File: src/rtl/bloco_operativo.sv
// Operative block of a 16-bit polynomial evaluator.
// Holds X, the accumulator Hr and the result S. Each cycle it forms one
// multiply-add step (md * X +/- ad) and routes it through the output mux to
// whichever registers the external controller enables. A Horner sequence of
// LX / LH / LH / LS produces A*x^2 + B*x + C in S.
module bloco_operativo (
  input  logic        clk,
  input  logic        rst_n,
  input  logic [15:0] A,
  input  logic [15:0] B,
  input  logic [15:0] C,
  input  logic [7:0]  K,
  input  logic        LX,
  input  logic        LH,
  input  logic        LS,
  input  logic [1:0]  M0,
  input  logic [1:0]  M1,
  input  logic [1:0]  M2,
  input  logic        H,
  output logic [15:0] resultado
);

  logic [15:0] x_q;
  logic [15:0] hr_q;
  logic [15:0] s_q;

  logic [15:0] ad;
  logic [15:0] md;
  logic [15:0] p;
  logic [15:0] s;
  logic [15:0] y;

  // Combinational datapath: addend/multiplicand muxes, truncated product,
  // add/subtract and ALU output select. Everything is computed from the
  // current register contents, so simultaneous loads all see pre-edge values.
  always_comb begin
    ad = 16'h0000;
    md = 16'h0000;
    p  = 16'h0000;
    s  = 16'h0000;
    y  = 16'h0000;

    case (M0)
      2'b00:   ad = A;
      2'b01:   ad = B;
      2'b10:   ad = C;
      default: ad = 16'h0000;
    endcase

    case (M1)
      2'b00:   md = x_q;
      2'b01:   md = hr_q;
      2'b10:   md = A;
      default: md = 16'h0001;
    endcase

    // 16-bit context keeps only the low half of the 32-bit product.
    p = md * x_q;

    // Two's-complement wrap in both directions, no flags.
    if (H) s = p + ad;
    else   s = p - ad;

    case (M2)
      2'b00:   y = s;
      2'b01:   y = md;
      2'b10:   y = p;
      default: y = ad;
    endcase
  end

  // Register bank: independent enables, asynchronous clear.
  always_ff @(posedge clk or negedge rst_n) begin
    if (!rst_n) begin
      x_q  <= 16'h0000;
      hr_q <= 16'h0000;
      s_q  <= 16'h0000;
    end else begin
      if (LX) x_q  <= {8'h00, K};
      if (LH) hr_q <= y;
      if (LS) s_q  <= y;
    end
  end

  assign resultado = s_q;

endmodule

File: config.mk
export PLATFORM = sky130hd
export DESIGN_NAME = bloco_operativo
export DESIGN_NICKNAME = d
export VERILOG_FILES = /design/src/rtl/bloco_operativo.sv
export SDC_FILE = /design/constraint.sdc
export NUM_CORES = 1
export LEC_CHECK = 0
export CORE_MARGIN = 2
export CORE_UTILIZATION = 52
export CTS_CLUSTER_DIAMETER = 50
export CTS_CLUSTER_SIZE = 28
export DETAILED_ROUTE_END_ITERATION = 8
export PLACE_DENSITY_LB_ADDON = 0.08
export SYNTH_ARGS = -nofsm -noshare
export SYNTH_HDL_FRONTEND = slang
export SYNTH_SLANG_ARGS = --single-unit
File: constraint.sdc
create_clock -name clk -period 6.3 [get_ports clk]
set_clock_uncertainty 0.1 [all_clocks]
set_input_delay 0.63 -clock clk [delete_from_list [all_inputs] [get_ports clk]]
set_output_delay 0.63 -clock clk [all_outputs]
set_load 0.1 [all_outputs]
==> results.sh, run 1 <==
export IMPL_finalWorstSetupSlack_ns=0.142
export IMPL_route_detailed_drc=0
export IMPL_place_ws_ns=-0.748
export IMPL_ys_flop_type="dfrtp_1"
export IMPL_synth_yosys_seq_area_share_pct=15.7
export IMPL_max_freq_mhz=162
export IMPL_critPathKind="in -> reg"
export IMPL_worst_slew_margin_rel_pct=31.4
export IMPL_via_count=5901
export IMPL_dp_hpwl_um=16300
export IMPL_place_gp_congestion=0.923
export IMPL_post_synth_top_area_fraction_pct=19.2
export IMPL_layout_nets=1064
export IMPL_cp_startpoint="M1[1]"
export IMPL_cpLargestDelayFamily="adder cells"
export IMPL_htree_num_levels=2
export IMPL_synth_nets=886
export IMPL_io_pins=84
export IMPL_nFillCells=927
export IMPL_status="finished, final reports clean"
export IMPL_tritoncts="yes"
export IMPL_worst_path_largest_cell_delay_ns=0.51
export IMPL_crit_top_cell="fa_1"
export IMPL_hold_viol_final=0
export IMPL_cts_buffers=5
export IMPL_syn_cell_area_mm2=0.00637
export IMPL_antenna_found_initial=0
export IMPL_drv_slew=0
export IMPL_end_kind="flop"
export IMPL_critPathBufInv=7
export IMPL_grt_overflow=0
export IMPL_io_buffer_count=83
export IMPL_area_growth_pct=35.0
export IMPL_drt_wirelength_per_cell_um=19.5
export IMPL_holdCritPathClass="in -> async"
export IMPL_ff2ff_setup_slack_ns=0.25
export IMPL_clk_latency_ns=0.28
export IMPL_worst_path_max_delay_cell="fa_1"
export IMPL_cts_clk_slew_worst_paths_ns=0.06
export IMPL_antennaDiodeCount=0
export IMPL_synth_top_cell_by_area="fa_1"
export IMPL_die_x_um=115
export IMPL_finalSetupViolations=0
export IMPL_dieArea_mm2=0.0131
export IMPL_synth_async_reset_ratio_pct=100
export IMPL_drive_above_1_share_pct=24.5
export IMPL_critPathMaxFanout=4
export IMPL_worst_ep_required_time_ns=6.36
export IMPL_drtIter0Drc=438
export IMPL_cp_arrival_ns=6.22
export IMPL_yosysUniqueCellTypes=54
export IMPL_initial_core_util_pct=53.2
export IMPL_clk_path_buf_depth=2
export IMPL_grt_usage_pct=31.2
export IMPL_rsz0062_at_grt="true"
export IMPL_dr_pass1_iters=5
export IMPL_multi_input_area_mm2=0.00515
export IMPL_critPathLaunchType="input port"
export IMPL_core_area_mm2=0.0120
export IMPL_synth_warnings=0
export IMPL_detail_route_antenna_nets=0
export IMPL_cts_root_buf="clkbuf_16"
export IMPL_synth_edf_count=0
export IMPL_r2r_start="x_q[0]"
export IMPL_final_period_utilization_pct=97.7
export IMPL_fin_crit_ns=6.16
export IMPL_die_h_um=115
export IMPL_clock_sinks=40
export IMPL_vias_per_cell=5.66
export IMPL_grt_pass1_vias=6049
export IMPL_tightest_slew_ns=1.03
export IMPL_synth_top_cells_by_area="fa_1 19%, dfrtp_1 16%, ha_1 7.9%"
export IMPL_avgSynthCellArea_um2=8.88
export IMPL_routed_wl_um=20300
export IMPL_grt_pass1_wl_um=31500
export IMPL_seq_area_mm2=0.00100
export IMPL_grt_max_degree=41
export IMPL_max_cap_violations=0
export IMPL_ys_seq_elements=40
export IMPL_rows=40
export IMPL_synthCells=717
-- cell type report --
type                            count  area share [%]
Inverter                           88            3.84
Timing Repair Buffer              204            20.9
Multi-Input combinational cell    556            59.9
Tap cell                          147            2.14
Sequential cell                    40            11.6
Clock inverter                      1          0.0582
Clock buffer                        6            1.50
-- flip-flops by register name, indices dropped and copies added (netlist names) --
register,cells
resultado,16
x_q,8
hr_q,16
-- cell usage after synthesis (all sizes together) (25+ instances only) --
library cell and number:
inv 88, and2 78, nand2 62, fa 61
dfrtp 40, ha 40, nor2 38, o21ai 36
a21oi 35, mux2i 31, xnor2 31, mux2 25
-- layout by cell type (no fill, tap or decap), types with 12 or more instances in the layout --
master,Yosys,routed
mux2i_1,31,26
inv_1,88,83
a21o_1,13,13
nor2_1,38,37
xor2_1,12,12
xnor2_1,31,29
nand2_1,62,56
fa_1,61,60
buf_4,2,116
dfrtp_1,40,40
ha_1,40,35
clkdlybuf4s50_1,0,73
o21ai_0,27,22
a21oi_1,35,29
mux2_2,25,25
and2_1,78,76
-- layer usage --
metal	up-vias	track usage, %	share of wire [%]
met1	2925	41.0	43
li1	2751	-	-
met2	186	53.2	49
met3	39	4.29	5.3
met4	0	10.2	3.1
met5	-	0	0
-- kinds of logic after synthesis --
family	after synthesis	synth area share, %
compound gates	142	14.3
flops	40	15.7
mux	64	12.1
buf+inv	121	7.90
xor+xnor	44	6.27
fa+ha+maj	101	27.0
simple gates	205	16.6
-- worst paths after layout --
kind,end,cells past startpoint
max reg2reg,hr_q[15],28
min,x_q[4],1
min reg2reg,resultado[10],1
min in group clk,resultado[10],1
max in group asynchronous,hr_q[14],1
max,hr_q[15],30
-- worst register-to-register path, delay by kind of cell (launching register included) --
family,cells,cell delay (ns)
muxes,1,0.10
and+or+nand+nor,3,0.45
AOI/OAI and AO/OA,12,1.87
xor gates and xnor gates,2,0.37
adders and majority gates,6,2.27
buffers and inverters,4,0.40
DFF,1,0.37
-- per-stage QoR --
step,utilization [%],TNS (ns),hold WS [ns],std cells,instance area (um^2)
finish,71.9,0,0.378,1042,8600
global route,71.9,-0.412,0.427,1042,8600
CTS,70.1,0,0.411,1036,8390
detailed placement,67.2,-10.07,0.399,1017,8040
global placement,67.2,-8.72,0.390,1017,8040
floorplan,-,0,0.234,717,6430
-- what timing repair did --
action | in CTS | in global routing
setup endpoints to repair | 18 | 16
setup buffers | 12 | 7
pin swaps | 30 | 27
hold buffers | 0 | 0
gates resized for setup | 33 | 48
Power of run 1 is not shown: default switching activity piles up to over one toggle a cycle in this logic, so the estimate is an artifact.
==> run 2, diff against run 1 <==
--- a/config.mk
+++ b/config.mk
@@ -14,3 +14,4 @@
 export SYNTH_ARGS = -nofsm -noshare
 export SYNTH_HDL_FRONTEND = slang
 export SYNTH_SLANG_ARGS = --single-unit
+export TNS_END_PERCENT = 100
==> results of run 2 <==
Same layout as run 1: the final DEF is identical, and so are final timing and power.
Power of run 2 is left out for the same reason.
